==> src/rtl/uart_tx_arbiter.sv <==
// Message-granular round-robin arbiter that shares one UART transmitter among NUM_REQ byte streams.
// An owner keeps the transmitter until its last byte completes or it stalls past TIMEOUT cycles.
module uart_tx_arbiter #(
  parameter int unsigned NUM_REQ = 4,
  parameter int unsigned TIMEOUT = 1_000_000
) (
  input  logic                 clk,
  input  logic                 rst,
  input  logic [NUM_REQ-1:0]   req_valid,
  input  logic [8*NUM_REQ-1:0] req_data,
  input  logic [NUM_REQ-1:0]   req_last,
  output logic [NUM_REQ-1:0]   req_ready,
  output logic [NUM_REQ-1:0]   grant,
  output logic                 tx_start,
  output logic [7:0]           tx_data,
  input  logic                 tx_busy,
  input  logic                 tx_done,
  output logic                 busy,
  output logic                 timeout_err
);

  localparam int unsigned IdxW = $clog2(NUM_REQ);
  localparam int unsigned CntW = (TIMEOUT > 2) ? $clog2(TIMEOUT) : 1;
  localparam logic [CntW-1:0] CntLast = CntW'(TIMEOUT - 1);

  typedef enum logic [1:0] {StIdle, StLoad, StWait} state_e;

  state_e              state_q, state_d;
  logic [NUM_REQ-1:0]  grant_q, grant_d;
  logic [IdxW-1:0]     owner_q, owner_d;
  logic [IdxW-1:0]     rr_ptr_q, rr_ptr_d;
  logic                last_q, last_d;
  logic [CntW-1:0]     cnt_q, cnt_d;
  logic                tx_start_q, tx_start_d;
  logic [7:0]          tx_data_q, tx_data_d;
  logic [NUM_REQ-1:0]  req_ready_q, req_ready_d;
  logic                timeout_err_q, timeout_err_d;
  logic                busy_q, busy_d;

  logic                owner_valid, owner_last;
  logic [7:0]          owner_byte;
  logic                pick_found;
  logic [IdxW-1:0]     pick_idx, cand;

  always_comb begin
    owner_valid = 1'b0;
    owner_last  = 1'b0;
    owner_byte  = '0;
    for (int i = 0; i < NUM_REQ; i++) begin
      if (owner_q == IdxW'(i)) begin
        owner_valid = req_valid[i];
        owner_last  = req_last[i];
        owner_byte  = req_data[8*i +: 8];
      end
    end
  end

  // Search starts just after the last owner and wraps, so each requester waits at most one round.
  always_comb begin
    pick_found = 1'b0;
    pick_idx   = '0;
    cand       = '0;
    for (int unsigned k = 1; k <= NUM_REQ; k++) begin
      cand = IdxW'((32'(rr_ptr_q) + k) % NUM_REQ);
      if (!pick_found && req_valid[cand]) begin
        pick_found = 1'b1;
        pick_idx   = cand;
      end
    end
  end

  always_comb begin
    state_d       = state_q;
    grant_d       = grant_q;
    owner_d       = owner_q;
    rr_ptr_d      = rr_ptr_q;
    last_d        = last_q;
    cnt_d         = cnt_q;
    tx_start_d    = 1'b0;
    tx_data_d     = tx_data_q;
    req_ready_d   = '0;
    timeout_err_d = 1'b0;

    unique case (state_q)
      StIdle: begin
        if (pick_found) begin
          grant_d = NUM_REQ'(1) << pick_idx;
          owner_d = pick_idx;
          cnt_d   = '0;
          state_d = StLoad;
        end
      end
      StLoad: begin
        if (owner_valid && !tx_busy) begin
          tx_start_d  = 1'b1;
          tx_data_d   = owner_byte;
          req_ready_d = grant_q;
          last_d      = owner_last;
          cnt_d       = '0;
          state_d     = StWait;
        end else if (!owner_valid) begin
          if (cnt_q == CntLast) begin
            timeout_err_d = 1'b1;
            rr_ptr_d      = owner_q;
            grant_d       = '0;
            state_d       = StIdle;
          end else if (cnt_q != '1) begin
            cnt_d = cnt_q + 1'b1;
          end
        end
      end
      StWait: begin
        if (tx_done) begin
          if (last_q) begin
            rr_ptr_d = owner_q;
            grant_d  = '0;
            state_d  = StIdle;
          end else begin
            state_d = StLoad;
          end
        end
      end
      default: begin
        state_d = StIdle;
        grant_d = '0;
      end
    endcase

    busy_d = |grant_d;
  end

  always_ff @(posedge clk or negedge rst) begin
    if (!rst) begin
      state_q       <= StIdle;
      grant_q       <= '0;
      owner_q       <= '0;
      rr_ptr_q      <= IdxW'(NUM_REQ - 1);
      last_q        <= 1'b0;
      cnt_q         <= '0;
      tx_start_q    <= 1'b0;
      tx_data_q     <= 8'h00;
      req_ready_q   <= '0;
      timeout_err_q <= 1'b0;
      busy_q        <= 1'b0;
    end else begin
      state_q       <= state_d;
      grant_q       <= grant_d;
      owner_q       <= owner_d;
      rr_ptr_q      <= rr_ptr_d;
      last_q        <= last_d;
      cnt_q         <= cnt_d;
      tx_start_q    <= tx_start_d;
      tx_data_q     <= tx_data_d;
      req_ready_q   <= req_ready_d;
      timeout_err_q <= timeout_err_d;
      busy_q        <= busy_d;
    end
  end

  assign grant       = grant_q;
  assign req_ready   = req_ready_q;
  assign tx_start    = tx_start_q;
  assign tx_data     = tx_data_q;
  assign busy        = busy_q;
  assign timeout_err = timeout_err_q;

endmodule
==> config.mk <==
export PLATFORM = sky130hd
export DESIGN_NAME = uart_tx_arbiter
export DESIGN_NICKNAME = d
export VERILOG_FILES = /design/src/rtl/uart_tx_arbiter.sv
export SDC_FILE = /design/constraint.sdc
export NUM_CORES = 1
export LEC_CHECK = 0
export ABC_AREA = 1
export CORE_MARGIN = 4
export CORE_UTILIZATION = 52
export DETAILED_ROUTE_END_ITERATION = 8
export GPL_ROUTABILITY_DRIVEN = 0
export PLACE_DENSITY = 0.9
export SYNTH_ARGS = -nofsm -noshare
export SYNTH_HDL_FRONTEND = slang
export SYNTH_SLANG_ARGS = --single-unit
==> constraint.sdc <==
create_clock -name clk -period 2.6 [get_ports clk]
set_clock_uncertainty 0.1 [all_clocks]
set_input_delay 0.78 -clock clk [delete_from_list [all_inputs] [get_ports clk]]
set_output_delay 0.78 -clock clk [all_outputs]
set_load 0.1 [all_outputs]
# --- Yosys cells after proc, flatten, opt, wreduce, memory -nomap -nowiden ---
# Index checks and enable logic that the tools add are counted.
totals:
  output_inout_bits: 19
  reg_bits: 46
classes:
  muxes: 62
  add_sub_neg: 5
  order_cmp: 4
  reduce_logical: 18
  eq_ne: 17
  n_shift: 1
ops:
  columns: ["operator", "n"]
  rows:
  - ["two-way mux 20 bit", 5]
  - ["one-hot mux 20 bit (2 select lines)", 1]
  - ["two-way mux 4 bit", 8]
  - ["two-way mux 8 bit", 4]
  - ["two-way mux 2 bit", 14]
  - ["two-way mux 1 bit", 23]
  - ["adder 20 x 1 -> 20 bit, second input constant", 1]
  - ["== test 20 bit, second input constant", 1]
  - ["!= test 20 bit, second input constant", 1]
  - ["< comparator 2 x 3 -> 1 bit, second input constant", 4]
  - ["!= test 2 bit, second input constant", 6]
  - ["!= test 3 bit, second input constant", 4]
  - ["one-hot mux 4 bit (3 select lines)", 1]
  - ["binary-select mux 1 bit (select 2 bit)", 4]
  - ["== test 2 bit, second input constant", 3]
  - ["one-hot mux 2 bit (3 select lines)", 1]
  - ["AND reduction 6 bit", 1]
  - ["AND reduction 5 bit", 1]
  - ["adder 2 x 1 -> 2 bit, second input constant", 2]
  - ["adder 2 bit, second input constant", 2]
  - ["== test 2 x 1 -> 1 bit, second input constant", 2]
  - ["logical AND 1 bit", 4]
  - ["logical NOT 1 bit", 4]
  - ["logical NOT 2 bit", 2]
  - ["other kinds (6)", 8]

# --- Longest topological paths before layout ---
depth:
  ltp_word: 17
  ltp_mapped: 15
  ltp_nobuf: 14

# --- Least setup slack after synthesis ---
# OpenSTA, ideal clock, no wires.
synth_path:
  path_kind: "input port to flip-flop"
  from: "input port req_valid[3]"
  to: "register cnt_q[8]"
  setup_time_ns: 0.124
  path_slack_ns: 0.646
  required_ns: 2.376
  stages: 9
  t_arrival_ns: 1.730
  path_cell_list: "nand2_1 > nand2_1 > o21ai_0 > nand3_2 > nand2_4 > nand2_4 > nand2_8 > buf_6 > o21ai_2"
synth_via:
  elab_chain_len: 14
synth_lines:
  columns: ["item", "line", "text"]
  rows:
  - ["start, declared", "9", "input logic [NUM_REQ-1:0] req_valid,"]
  - ["binary-select mux 1 bit (select 2 bit)", "65", "if (!pick_found && req_valid[cand]) begin"]
  - ["two-way mux 1 bit (implied by the code)", "65", null]
  - ["two-way mux 1 bit", "65", null]
  - ["logical NOT 1 bit", "65", null]
  - ["logical AND 1 bit", "65", null]
  - ["two-way mux 1 bit", "65", null]
  - ["logical NOT 1 bit", "65", null]
  - ["logical AND 1 bit", "65", null]
  - ["two-way mux 1 bit", "65", null]
  - ["logical NOT 1 bit", "65", null]
  - ["logical AND 1 bit", "65", null]
  - ["two-way mux 1 bit", "65", null]
  - ["!= test 2 bit (no line)", null, null]
  - ["AND reduction 5 bit (no line)", null, null]
  - ["end signal, assigned", "151", "cnt_q <= cnt_d;"]
  - ["end, declared", "33", "logic [CntW-1:0] cnt_q, cnt_d;"]
# Several ways; a longest one is shown, not always the timed one. The select of a mux whose other input is x is not followed.
# A chain may end at the register's enable or synchronous reset.

# --- Worst setup path in the final report ---
layout_path:
  from: "input port req_valid[2]"
  to: "register cnt_q[6]"
# The elaborated chain is that of the path after synthesis.

==> impl_metrics.py <==
metrics = {
    "status": {
        "status": "finished clean",
    },
    "setup_path": {
        "critical_path_arrival_ns": 2.47,
        "critPathLaunchType": "input pin",
        "critical_path_class": "input pin to flop",
        "rrSetupSlack_ns": 0.44,
        "path_max_fanout": 13,
        "critPathSlowestCell": "clkdlybuf4s50_1",
        "worst_path_most_repeated_cell": "nand2_1",
        "worstPathRequired_ns": 2.75,
        "end_kind": "flop",
        "crit_chain": "clkdlybuf4s50_1 -> nand2_1 -> nand2_1 -> o21ai_0 -> nand3_2 -> nand2_4 -> nand2_4 -> nand2_8 -> buf_12 -> nand2_1 -> o21ai_2",
        "slowest_delay_ns": 0.47,
    },
    "clock_network": {
        "ctsResizeCount": 0,
        "cts_tree": "done",
        "cts_setup_buffers": 0,
        "clock_sinks": 46,
        "cts-root-buf": "clkbuf_8",
        "cts_buffers": 5,
        "clk_pin_slew_ns": 0.09,
        "clkLatencyLatePin_ns": 0.31,
        "htree_levels": 2,
        "ctsLongestPathBuffers": 2,
        "holdBufCountCts": 0,
    },
    "floorplanning": {
        "core_um2": 5921,
        "dieArea_um2": 7437,
        "pin_count": 63,
        "die-height_um": 86.24,
        "fp.dieW_um": 86.24,
        "rows": 28,
        "start_util_pct": 53.76,
    },
    "power_and_ir_drop": {
        "power_density_nw_per_um2": 1076,
        "power.total_w": 0.004254,
        "p_leak_nw": 1.914,
        "max-vdd-ir-drop_uv": 705.0,
    },
    "job": {
        "drv_cap": 0,
    },
    "sta": {
        "max_slew.worst_pin.slew_ns": 0.6556,
        "timing.final.crit_share_pct": 89.45,
        "finalSetupViolations": 0,
        "hold_violations": 0,
        "fmax_mhz": 430.0,
        "relSlewSlack_pct": 56.29,
        "fin_crit_ns": 2.326,
        "final_max_slew_viol_count": 0,
        "rsz0062_at_grt": "false",
        "tns_ns": 0,
    },
    "yosys": {
        "synth_cell_types": 39,
        "avgSynthCellArea_um2": 7.368,
        "synth_fp_nets": 477,
        "ys_ff_latch": 46,
        "yosys_warnings": 0,
        "netlist_area_um2": 3183,
        "syn_inst": 432,
        "ys_seq_area_share_pct": 36.24,
    },
    "finish": {
        "layout-drive-gt1-share_pct": 21.63,
        "final_util_pct": 66.78,
        "instances_no_fill": 579,
        "num-fill-cells": 508,
        "area_growth_pct": 24.21,
        "nets": 548,
        "insertedDiodeCount": 0,
    },
    "routing": {
        "drtPass1Iterations": 4,
        "vias": 3118,
        "final_antenna_net_count": 0,
        "dr.first_iter.drc_count": 176,
        "wl_um": 7811,
        "drc_errors": 0,
        "via_per_inst": 5.385,
        "wl_per_cell_um": 13.49,
    },
    "global_routing": {
        "grt_use_total_pct": 21.97,
        "grt_max_degree": 32,
        "gr-total-overflow": 0,
        "grt_pass1_wl_um": 13300,
        "grt_antenna_before_repair": 0,
        "grt_pass1_vias": 3047,
    },
    "hold_path": {
        "holdCritPathClass": "input pin to async pin",
    },
    "place": {
        "hpwl_um": 6276,
        "dp.cells": 571,
        "portBuffers": 62,
    },
}
report_power, final:
part / switching (W) / internal [W]
Clock: 0.000280 / 0.000201
Sequential: 0.000183 / 0.000888
Combinational: 0.00184 / 0.000863
state kept, by name, indices dropped and copies added, names as in the netlist:
register,count
req_ready,4
tx_data,8
rr_ptr_q,2
timeout_err,1
owner_q,2
tx_start,1
cnt_q,20
grant,4
busy,1
last_q,1
state_q,2
layout make-up:
| type | instances | area (um^2) | area share [%] |
|---|---|---|---|
| sequential | 46 | 1154 | 29.18 |
| inverter | 51 | 191.4 | 4.842 |
| timing repair buffer | 78 | 713.2 | 18.04 |
| multi-input combinational | 321 | 1704 | 43.10 |
| tap | 75 | 93.84 | 2.373 |
| clock buffer | 5 | 68.82 | 1.741 |
| clock inverter | 3 | 28.78 | 0.7278 |
logic make-up (layout without fill, tap and decap cells):
kind of cell	Yosys count	count (layout)	share of synthesized area [%]
AOI/OAI and AO/OA	63	63	14.39
buffers and inverters	65	137	10.22
and+or+nand+nor	252	252	37.38
DFF	46	46	36.24
xor gates and xnor gates	5	5	1.376
adders and majority gates	1	1	0.3930
synthesized netlist by cell type, drive strengths merged:
cell type / number / area share [%]
nand2: 155 / 21
inv: 51 / 6.0
dfrtp: 44 / 35
o21ai: 39 / 8.6
nor2: 36 / 5.7
nand3: 32 / 5.3
nand4: 17 / 3.5
buf: 11 / 3.9
nor3: 10 / 1.7
a22o: 7 / 1.9
o22ai: 7 / 1.4
xor2: 5 / 1.4
clkbuf: 3 / 0.35
a21o: 2 / 0.47
dfstp: 2 / 1.7
o2111ai: 2 / 0.55
o31ai: 2 / 0.47
or2: 2 / 0.39
a21oi: 1 / 0.16
a221oi: 1 / 0.28
a41o: 1 / 0.31
ha: 1 / 0.39
o21bai: 1 / 0.24
worst paths after layout:
path	start	depth (start not counted)	endpoint
setup / recovery	req_valid[2]	11	cnt_q[6]
hold / removal	rst	1	cnt_q[2]
setup reg to reg	rr_ptr_q[0]	11	cnt_q[6]
hold reg to reg	tx_data[5]	2	tx_data[5]
max in group asynchronous	rst	2	rr_ptr_q[0]
min in group clk	tx_data[5]	2	tx_data[5]
cell usage in the layout, fill, tap and decap left out, types with 2 or more instances in the layout:
cell type          n
a22o_1             7
nor3_1             9
o2111ai_1          2
nand2_4            3
nor2_4             3
or2_2              2
nand2_1          136
nand2_2           15
a21o_1             2
dfrtp_1           44
o21ai_2           21
xor2_1             5
dfstp_2            2
nand4_1           16
inv_2             10
nor2_2             3
buf_12             2
clkbuf_8           5
inv_1             41
o31ai_1            2
o22ai_1            7
o21ai_0           17
buf_4             33
nor2_1            29
nand3_2            2
clkdlybuf4s50_1   42
nand3_1           30
layer usage:
| layer | wire [um] | global-route usage (%) | vias to the layer above |
|---|---|---|---|
| li1 | - | - | 1548 |
| met4 | 153 | 8.499 | 0 |
| met1 | 2969 | 24.35 | 1427 |
| met5 | 0 | 0 | - |
| met3 | 602 | 5.513 | 17 |
| met2 | 4085 | 40.22 | 126 |
critical path: cells and delay by family:
kind	cells	cell delay (ns)
buffers and inverters	2	0.62
AOI/OAI and AO/OA	2	0.36
and+or+nand+nor	7	0.71
per-stage QoR:
stage | setup slack, ns | instance area (um^2) | hold WS (ns)
floorplan | 0.6462 | 3183 | 0.3844
global placement | 0.06012 | 3856 | 0.3697
detailed placement | -0.03505 | 3856 | 0.3838
CTS | 0.2887 | 3954 | 0.4070
global route | 0.1327 | 3954 | 0.4176
finish | 0.2742 | 3954 | 0.3874
No activity file was read; power rests on OpenSTA's default activity.
